### src/rtl/wam_pkg.sv
// Shared phase encodings and hardness helpers for the whac-a-mole round controller.
package wam_pkg;

  typedef enum logic [2:0] {
    PH_IDLE  = 3'd0,
    PH_READY = 3'd1,
    PH_PLAY  = 3'd2,
    PH_PAUSE = 3'd3,
    PH_OVER  = 3'd4
  } phase_t;

  localparam logic [3:0] MAX_HRDN = 4'd9;

  // Mole lifetime shrinks with hardness but never below 3.
  function automatic logic [3:0] hrdn_age(input logic [3:0] h);
    return (h >= MAX_HRDN) ? 4'd3 : (4'd12 - h);
  endfunction

  function automatic logic [7:0] hrdn_rto(input logic [3:0] h);
    logic [3:0] hp1;
    hp1 = h + 4'd1;
    return {hp1, 4'b0000};
  endfunction

  function automatic logic [3:0] popcount8(input logic [7:0] v);
    logic [3:0] n;
    n = 4'd0;
    for (int i = 0; i < 8; i++) n = n + {3'd0, v[i]};
    return n;
  endfunction

endpackage

### src/rtl/wam_edge.sv
// Rising-edge detector: the history bit is registered, the pulse is combinational
// so the controller reacts on the very next clock edge.
module wam_edge (
  input  logic clk,
  input  logic clr_n,
  input  logic d,
  output logic rise
);

  logic prev;

  always_ff @(posedge clk or negedge clr_n) begin
    if (!clr_n) prev <= 1'b0;
    else        prev <= d;
  end

  assign rise = d & ~prev;

endmodule

### src/rtl/wam_ctl.sv
// Whac-a-mole round sequencer: READY countdown, PLAY, PAUSE, OVER, hardness tracking.
// Optional build macro WAM_CTL_BONUS_EN adds +5 s per hardness increment in PLAY.
module wam_ctl
  import wam_pkg::*;
#(
  parameter int TICKS_PER_SEC = 8,
  parameter int ROUND_SEC     = 60,
  parameter int READY_SEC     = 3,
  parameter int LVL_STEP      = 10
) (
  input  logic       clk,
  input  logic       clr_n,
  input  logic       tick,
  input  logic       start,
  input  logic       pse,
  input  logic [7:0] hit,
  input  logic [3:0] lvl0,
  output logic       run,
  output logic       gen_clr,
  output logic [3:0] hrdn,
  output logic [3:0] age,
  output logic [7:0] rto,
  output logic [6:0] sec_left,
  output logic [2:0] phase,
  output logic       over
);

  localparam int              SUB_W    = (TICKS_PER_SEC > 1) ? $clog2(TICKS_PER_SEC) : 1;
  localparam logic [SUB_W-1:0] SUB_LAST = SUB_W'(TICKS_PER_SEC - 1);
  localparam logic [8:0]      STEP     = 9'(LVL_STEP);
  localparam logic [6:0]      ROUND_V  = 7'(ROUND_SEC);
  localparam logic [6:0]      READY_V  = 7'(READY_SEC);

  phase_t           ph_q, ph_nxt;
  logic [SUB_W-1:0] sub_q, sub_nxt, sub_inc;
  logic [8:0]       acc_q, acc_nxt, acc_sum, acc_lvl, acc_play;
  logic [6:0]       sec_nxt, sec_play;
  logic [7:0]       sec_base;
  logic [3:0]       hrdn_nxt, hrdn_play, hit_cnt, lvl_clamp;
  logic             run_nxt, gen_clr_nxt, over_nxt;
  logic             start_rise, pse_rise;
  logic             sub_wrap, ready_sec, play_tick, play_sec, lvl_up, launch;

  wam_edge u_start_edge (.clk(clk), .clr_n(clr_n), .d(start), .rise(start_rise));
  wam_edge u_pse_edge   (.clk(clk), .clr_n(clr_n), .d(pse),   .rise(pse_rise));

  assign lvl_clamp = (lvl0 > MAX_HRDN) ? MAX_HRDN : lvl0;
  assign sub_wrap  = (sub_q == SUB_LAST);
  assign sub_inc   = sub_wrap ? '0 : (sub_q + SUB_W'(1));
  assign ready_sec = tick & sub_wrap;
  // A pause request swallows a coincident tick entirely, sub-tick included.
  assign play_tick = tick & ~pse_rise;
  assign play_sec  = play_tick & sub_wrap;
  assign launch    = start_rise & ((ph_q == PH_IDLE) | (ph_q == PH_OVER));

  // Hit accumulation: one level per cycle at most, remainder carries over.
  assign hit_cnt   = popcount8(hit);
  assign acc_sum   = acc_q + {5'd0, hit_cnt};
  assign lvl_up    = (hrdn_q_sat() == 1'b0) & (acc_sum >= STEP);
  assign hrdn_play = hrdn + {3'd0, lvl_up};
  assign acc_lvl   = lvl_up ? (acc_sum - STEP) : acc_sum;
  assign acc_play  = ((hrdn_play == MAX_HRDN) && (acc_lvl > (STEP - 9'd1))) ? (STEP - 9'd1) : acc_lvl;

  function automatic logic hrdn_q_sat();
    return (hrdn == MAX_HRDN);
  endfunction

  assign sec_base = {1'b0, sec_left} - {7'd0, play_sec};
`ifdef WAM_CTL_BONUS_EN
  logic [7:0] sec_bon;
  assign sec_bon  = lvl_up ? (sec_base + 8'd5) : sec_base;
  assign sec_play = (sec_bon > 8'd99) ? 7'd99 : sec_bon[6:0];
`else
  assign sec_play = sec_base[6:0];
`endif

  // State and output registers
  always_ff @(posedge clk or negedge clr_n) begin
    if (!clr_n) begin
      ph_q     <= PH_IDLE;
      sub_q    <= '0;
      acc_q    <= '0;
      sec_left <= '0;
      hrdn     <= '0;
      age      <= hrdn_age(4'd0);
      rto      <= hrdn_rto(4'd0);
      run      <= 1'b0;
      gen_clr  <= 1'b0;
      over     <= 1'b0;
    end else begin
      ph_q     <= ph_nxt;
      sub_q    <= sub_nxt;
      acc_q    <= acc_nxt;
      sec_left <= sec_nxt;
      hrdn     <= hrdn_nxt;
      age      <= hrdn_age(hrdn_nxt);
      rto      <= hrdn_rto(hrdn_nxt);
      run      <= run_nxt;
      gen_clr  <= gen_clr_nxt;
      over     <= over_nxt;
    end
  end

  // Next-phase decode
  always_comb begin
    ph_nxt = ph_q;
    case (ph_q)
      PH_IDLE, PH_OVER: if (start_rise) ph_nxt = PH_READY;
      PH_READY:         if (ready_sec && sec_left == 7'd1) ph_nxt = PH_PLAY;
      PH_PLAY: begin
        if (pse_rise)              ph_nxt = PH_PAUSE;
        else if (sec_play == 7'd0) ph_nxt = PH_OVER;
      end
      PH_PAUSE:         if (pse_rise) ph_nxt = PH_PLAY;
      default:          ph_nxt = PH_IDLE;
    endcase
  end

  // Datapath and output next values
  always_comb begin
    sub_nxt     = sub_q;
    acc_nxt     = acc_q;
    sec_nxt     = sec_left;
    hrdn_nxt    = hrdn;
    run_nxt     = (ph_nxt == PH_PLAY);
    over_nxt    = (ph_nxt == PH_OVER);
    gen_clr_nxt = launch;
    case (ph_q)
      PH_IDLE, PH_OVER: begin
        if (launch) begin
          sub_nxt  = '0;
          acc_nxt  = '0;
          sec_nxt  = READY_V;
          hrdn_nxt = lvl_clamp;
        end
      end
      PH_READY: begin
        if (tick) sub_nxt = sub_inc;
        if (ready_sec) sec_nxt = (sec_left == 7'd1) ? ROUND_V : (sec_left - 7'd1);
      end
      PH_PLAY: begin
        if (play_tick) sub_nxt = sub_inc;
        acc_nxt  = acc_play;
        hrdn_nxt = hrdn_play;
        sec_nxt  = sec_play;
      end
      default: ;
    endcase
  end

  assign phase = ph_q;

endmodule

### config.mk
export PLATFORM = sky130hd
export DESIGN_NAME = wam_ctl
export DESIGN_NICKNAME = d
export VERILOG_FILES = /design/src/rtl/wam_pkg.sv /design/src/rtl/wam_edge.sv /design/src/rtl/wam_ctl.sv
export SDC_FILE = /design/constraint.sdc
export NUM_CORES = 1
export LEC_CHECK = 0
export BUFFER_PORTS_ARGS = -buffer_cell sky130_fd_sc_hd__buf_4
export CAP_MARGIN = 20
export CORE_ASPECT_RATIO = 0.9
export CORE_MARGIN = 2
export CORE_UTILIZATION = 49
export CTS_CLUSTER_DIAMETER = 100
export DETAILED_ROUTE_END_ITERATION = 8
export GPL_ROUTABILITY_DRIVEN = 0
export HOLD_SLACK_MARGIN = 0.06
export PLACE_DENSITY = 0.72
export SLEW_MARGIN = 5
export SYNTH_ARGS = -nofsm -noshare
export SYNTH_HDL_FRONTEND = slang
export SYNTH_HIERARCHICAL = 1
export SYNTH_SLANG_ARGS = --single-unit
### constraint.sdc
create_clock -name clk -period 5.25 [get_ports clk]
set_input_delay 0.7875 -clock clk [delete_from_list [all_inputs] [get_ports clk]]
set_output_delay 0.7875 -clock clk [all_outputs]
set_load 0.01 [all_outputs]
==> Word level (Yosys, flattened, before mapping) <==
Cells that the tools add are included.
{ "word_totals": {"regBits": 39, "inputBits": 17, "elab_cells": 90} }
{ "op_classes": {"addsub": 15, "magnitude_cmp": 4, "eq_ne": 14, "mux": 23, "bitwise_logic": 12, "n_reduce_logical": 10} }
{ "ops": {"columns": ["op", "n"], "rows": [
  ["two-way mux 3 bit", 9],
  ["two-way mux 9 bit", 3],
  ["two-way mux 7 bit", 3],
  ["case mux 7 bit (3 select lines)", 1],
  ["adder 4 x 1 -> 4 bit", 5],
  ["case mux 9 bit (2 select lines)", 1],
  ["two-way mux 4 bit", 3],
  ["case mux 3 bit (4 select lines)", 1],
  ["adder 9 x 4 -> 9 bit", 1],
  ["equality test 3 x 2 -> 1 bit, second input constant", 3],
  ["equality test 3 bit, second input constant", 3],
  [">= comparator 9 x 4 -> 1 bit, second input constant", 1],
  ["greater-than comparator 9 x 4 -> 1 bit, second input constant", 1],
  ["case mux 3 bit (3 select lines)", 1],
  ["subtractor 9 x 4 -> 9 bit, second input constant", 1],
  ["equality test 4 bit, second input constant", 2],
  ["!= test 2 bit, second input constant", 4],
  ["case mux 4 bit (2 select lines)", 1],
  ["bitwise AND 1 bit", 7],
  ["equality test 7 x 1 -> 1 bit, second input constant", 1],
  ["zero test 7 bit", 1],
  ["subtractor 7 x 1 -> 7 bit", 1],
  ["subtractor 7 x 1 -> 7 bit, second input constant", 1],
  ["adder 3 x 1 -> 4 bit", 1],
  ["18 further kinds", 22]
]} }

==> Depth between registers and ports, before layout <==
{ "logic_depth": {"depth_word": 15, "ltp_mapped": 20, "depth_no_buf": 20} }

==> Cells and area by module <==
Netlist, hierarchy kept.
{ "modules_own_cells": {"columns": ["module", "instances", "cells_each", "area_per_inst_um2"], "rows": [
  ["wam_ctl", 1, 326, 2919.0],
  ["wam_edge", 2, 2, 38.8]
]} }

==> Worst setup path before layout <==
OpenSTA, ideal clock, no wires.
{ "synth_timing": {"path_kind": "input port to flip-flop", "startpoint": "input hit[0]", "endpoint": "register age[1]", "setup_time_ns": 0.124, "t_arrival_ns": 5.895, "t_required_ns": 5.126, "setup_slack_ns": -0.769, "stages": 18, "path_buffers": 0, "cell_sequence": "fa_1 -> inv_1 -> fa_1 -> fa_1 -> fa_1 -> fa_1 -> nand2b_1 -> a211oi_4 -> xnor2_1 -> o211a_2 -> a31o_4 -> clkinv_1 -> ha_1 -> a221oi_1 -> inv_1 -> ha_1 -> o31a_1 -> or2_1"} }
{ "synth_via": {"elab_chain_cells": 14} }
{ "synth_rtl": {"columns": ["element", "line_no", "rtl"], "rows": [
  ["from (decl)", "wam_ctl.sv:16", "input logic [7:0] hit,"],
  ["adder 1 x 1 -> 2 bit *", "wam_pkg.sv:28", "for (int i = 0; i < 8; i++) n = n + {3'd0, v[i]};"],
  ["adder 2 x 1 -> 3 bit *", "wam_pkg.sv:28", null],
  ["adder 3 x 1 -> 4 bit *", "wam_pkg.sv:28", null],
  ["adder 4 x 1 -> 4 bit * (4 in a row)", "wam_pkg.sv:28", null],
  ["adder 9 x 4 -> 9 bit *", "wam_ctl.sv:58", "assign acc_sum = acc_q + {5'd0, hit_cnt};"],
  [">= comparator 9 x 4 -> 1 bit *", "wam_ctl.sv:59", "assign lvl_up = (hrdn_q_sat() == 1'b0) & (acc_sum >= STEP);"],
  ["bitwise AND 1 bit *", "wam_ctl.sv:59", null],
  ["adder 4 x 1 -> 4 bit *", "wam_ctl.sv:60", "assign hrdn_play = hrdn + {3'd0, lvl_up};"],
  ["case mux 4 bit (2 select lines) *", "wam_ctl.sv:128", "case (ph_q)"],
  ["net hrdn_nxt[0]", "wam_ctl.sv:39", "logic [3:0] hrdn_nxt, hrdn_play, hit_cnt, lvl_clamp;"],
  ["subtractor 4 bit / >= comparator 4 bit (equally long branches)", "wam_pkg.sv:16", "return (h >= MAX_HRDN) ? 4'd3 : (4'd12 - h);"],
  ["two-way mux 4 bit *", "wam_pkg.sv:16", null],
  ["to (signal assigned)", "wam_ctl.sv:85", "age <= hrdn_age(4'd0);"],
  ["to (signal assigned)", "wam_ctl.sv:96", "age <= hrdn_age(hrdn_nxt);"],
  ["to (decl)", "wam_ctl.sv:21", "output logic [3:0] age,"]
]} }
Mark *: on every way through the listed nets, which the timed path passes. The rest lies on a longest branch.
A chain may end at the register's enable or synchronous reset.

==> Final worst setup path <==
{ "layout_timing": {"startpoint": "input hit[0]", "endpoint": "register age[1]"} }
{ "layout_via": {"elab_chain_cells": 14} }
{ "layout_rtl": {"columns": ["element", "line_no"], "rows": [
  ["adder 1 x 1 -> 2 bit *", "wam_pkg.sv:28"],
  ["adder 2 x 1 -> 3 bit *", "wam_pkg.sv:28"],
  ["adder 3 x 1 -> 4 bit *", "wam_pkg.sv:28"],
  ["adder 4 x 1 -> 4 bit * (4 in a row)", "wam_pkg.sv:28"],
  ["adder 9 x 4 -> 9 bit *", "wam_ctl.sv:58"],
  [">= comparator 9 x 4 -> 1 bit *", "wam_ctl.sv:59"],
  ["bitwise AND 1 bit *", "wam_ctl.sv:59"],
  ["adder 4 x 1 -> 4 bit *", "wam_ctl.sv:60"],
  ["case mux 4 bit (2 select lines) *", "wam_ctl.sv:128"],
  ["subtractor 4 bit / >= comparator 4 bit (equally long branches)", "wam_pkg.sv:16"],
  ["two-way mux 4 bit *", "wam_pkg.sv:16"]
]} }
Mark *: on every way between the ends. The rest lies on a longest branch, timed or not.

==> out/qor.csv <==
stage,metric,value,unit
status,status,finished with violations,
floorplan,Row Count,27,
route,DRC Markers,0,
timing,fin crit period,5.41,ns
clock_tree,clock buffer depth,2,
timing,Worst Tran Pin Value,0.960,ns
route,final WL,8290,um
worst_setup_path,Worst Path Arrival,5.59,ns
yosys,syn avg cell area,9.08,um^2
timing,fmax,185,MHz
cells_and_area,number of fillers in the final layout,465,
worst_setup_path,"delay-heaviest family, CP",adder cells,
route,drt via density,5.89,
global_routing,global-route wire length before repair,13000,um
clock_tree,Num CTS Buffers,5,
yosys,cell count after synthesis,330,
floorplan,core area,0.00601,mm^2
place,Setup WS pre-CTS,-0.514,ns
route,initial DRC count,150,
floorplan,Initial Utilization,0.498,
cells_and_area,"commonest non-fill, non-tap cell in the layout",buf_4,
floorplan,I/O pin count,46,
yosys,Synth Register Bits,39,
route,vias post-DR,2827,
worst_setup_path,crit-path max cell delay,0.54,ns
timing,setup TNS,-0.322,ns
clock_tree,CTS sink count,39,
yosys,register area share after synthesis,0.327,
place,port buffer count,41,
clock_tree,Worst-Skew Late Latency,0.30,ns
worst_setup_path,CP Buf/Inv Count,4,
global_routing,largest net degree at the start of global routing,40,
timing,Worst slew margin,0.360,
clock_tree,Root Driver,clkbuf_8,
timing,setup violators final,3,
timing,Worst Skew,0.00517,ns
global_routing,Total Routing Usage GR,0.246,
cells_and_area,final core utilization,0.657,
clock_tree,CTS tree,done,
worst_setup_path,Setup crit end kind,flop,
worst_setup_path,CP max stage cell,fa_1,
yosys,mapped cell area,0.00300,mm^2
cells_and_area,Ant. Diodes,0,
yosys,Async SR Flop Fraction,1.00,
yosys,Synth Flop Type,dfrtp_1,
timing,fin worst setup slack,-0.155,ns
run,Max-cap violations,0,
cells_and_area,most frequent cells in the layout,"buf_4 (82), dfrtp_1 (36), inv_1 (22)",
worst_setup_path,worst-path fanout max,3,
floorplan,DIE HEIGHT,78.2,um
global_routing,vias in the first global route,2651,
place,hpwl dp,5780,um
worst_setup_path,Crit. path cell count,19,
timing,period utilization,1.03,
floorplan,die width,86.4,um
clock_tree,H-tree depth,2,
cells_and_area,share of cells above drive strength 1,0.350,
yosys,post-synth cell types,70,
cells_and_area,area growth from synthesis to layout,31.8,%
min_path,min-delay worst type,in -> async,
timing,final hold viol count,0,
global_routing,antenna violations before repair,0,
worst_setup_path,"most used cell, CP",fa_1,
route,drt first pass iters,5,
yosys,YS warnings,6,
worst_setup_path,Startpoint Class,primary input,
floorplan,die area,0.00676,mm^2
yosys,"EDFF count, synth",0,
cells_and_area,# nets final,447,
timing,unrepaired setup endpoints after global routing,yes,
timing,Max Slew Vio Count,0,
clock_tree,clk slew on worst S/H paths,0.09,ns
global_routing,grt ovf,0,
worst_setup_path,path depth of the worst reg2reg path,17,
status,failing checks,negative setup slack,
route,mean routed wirelength per cell,17.3,um
route,DRT antenna net count,0,
worst_setup_path,CP Data Required Time,5.44,ns
worst_setup_path,kind of critical path,in -> reg,
worst_setup_path,CP cell instances,"buf_6, fa_1, inv_2, fa_1, fa_1, fa_2, fa_2, nand2b_4, a211oi_4, xnor2_2, o211a_4, a31o_4, clkinv_4, ha_4, a221oi_4, ha_2, inv_2, o31a_1, or2_1",
-- final timing paths --
path                            startpoint        to  slack (ns)
max in group asynchronous            clr_n    age[2]        4.46
min in group clk                  acc_q[1]  acc_q[1]        0.52
worst min register to register    acc_q[1]  acc_q[1]        0.52
worst min-delay path                 clr_n  phase[2]        0.44
worst max register to register    acc_q[0]    age[1]        0.54
worst max-delay path                hit[0]    age[1]       -0.16
-- repair_timing --
| item | in CTS | in global routing |
|---|---|---|
| hold buffers | 0 | 0 |
| endpoints found under the setup margin | 11 | 14 |
| setup buffers | 5 | 3 |
| pin swaps | 2 | 6 |
| gates resized for setup | 6 | 16 |
-- per-stage QoR --
stage	hold WS, ns	cells	instance area (um^2)
floorplan	0.464	333	3080
global route	0.478	480	3950
global placement	0.490	463	3650
detailed placement	0.498	463	3650
finish	0.442	480	3950
CTS	0.456	476	3830
-- layout make-up --
class / instances / area, um^2 / share of cell area
clock inverter: 3 / 46.3 / 0.0117
inverter: 26 / 103 / 0.0260
timing repair buffer: 83 / 627 / 0.159
tap: 72 / 90.1 / 0.0228
clock buffer: 5 / 68.8 / 0.0174
sequential: 39 / 980 / 0.248
multi-input combinational: 252 / 2040 / 0.515
-- per-layer routing --
layer | global-route usage | vias up | wire (um)
li1 | - | 1331 | -
met1 | 0.324 | 1388 | 3430
met2 | 0.419 | 93 | 4310
met3 | 0.0410 | 15 | 410
met4 | 0.0625 | 0 | 138
met5 | 0 | - | 0
-- cells by family after synthesis --
kind of cell             Yosys count  synth area share
buffers and inverters             42            0.0610
other                              1           0.00125
multiplexers                       4            0.0138
XOR/XNOR                          22            0.0668
AND/OR/NAND/NOR                  109             0.201
adder cells (fa/ha/maj)           23             0.109
AO/OA/AOI/OAI                     90             0.220
flip-flops                        39             0.327
-- flip-flops by register name, indices dropped and copies added, names as in the netlist --
name	flops
acc_q	9
sec_left	7
age	4
hrdn	4
rto	4
phase	3
sub_q	3
gen_clr	1
over	1
run	1
u_pse_edge/prev	1
u_start_edge/prev	1
-- synth_stat cells, types with 3 or more instances --
library cell | number | area (um^2)
dfstp_2 | 3 | 78.8
nor3b_1 | 3 | 22.5
nand3b_1 | 3 | 22.5
fa_1 | 5 | 100
nand2_1 | 22 | 82.6
nand2b_1 | 10 | 62.6
a32o_1 | 3 | 30.0
or3_1 | 4 | 25.0
xor2_1 | 6 | 52.6
nor3_1 | 10 | 50.1
xnor2_1 | 15 | 131
dfrtp_1 | 36 | 901
ha_1 | 18 | 225
nor2b_1 | 4 | 25.0
a31oi_1 | 4 | 25.0
nor2_2 | 4 | 25.0
a22o_1 | 4 | 35.0
nor4_1 | 3 | 18.8
a21oi_1 | 20 | 100
o21ai_0 | 21 | 105
clkbuf_1 | 9 | 33.8
nand3_1 | 10 | 50.1
o211ai_1 | 4 | 30.0
nor2_1 | 21 | 78.8
mux2i_1 | 3 | 30.0
inv_1 | 25 | 93.8
buf_4 | 4 | 30.0
Power is not shown: default switching activity piles up to over one toggle a cycle in this logic, so the estimate is an artifact.
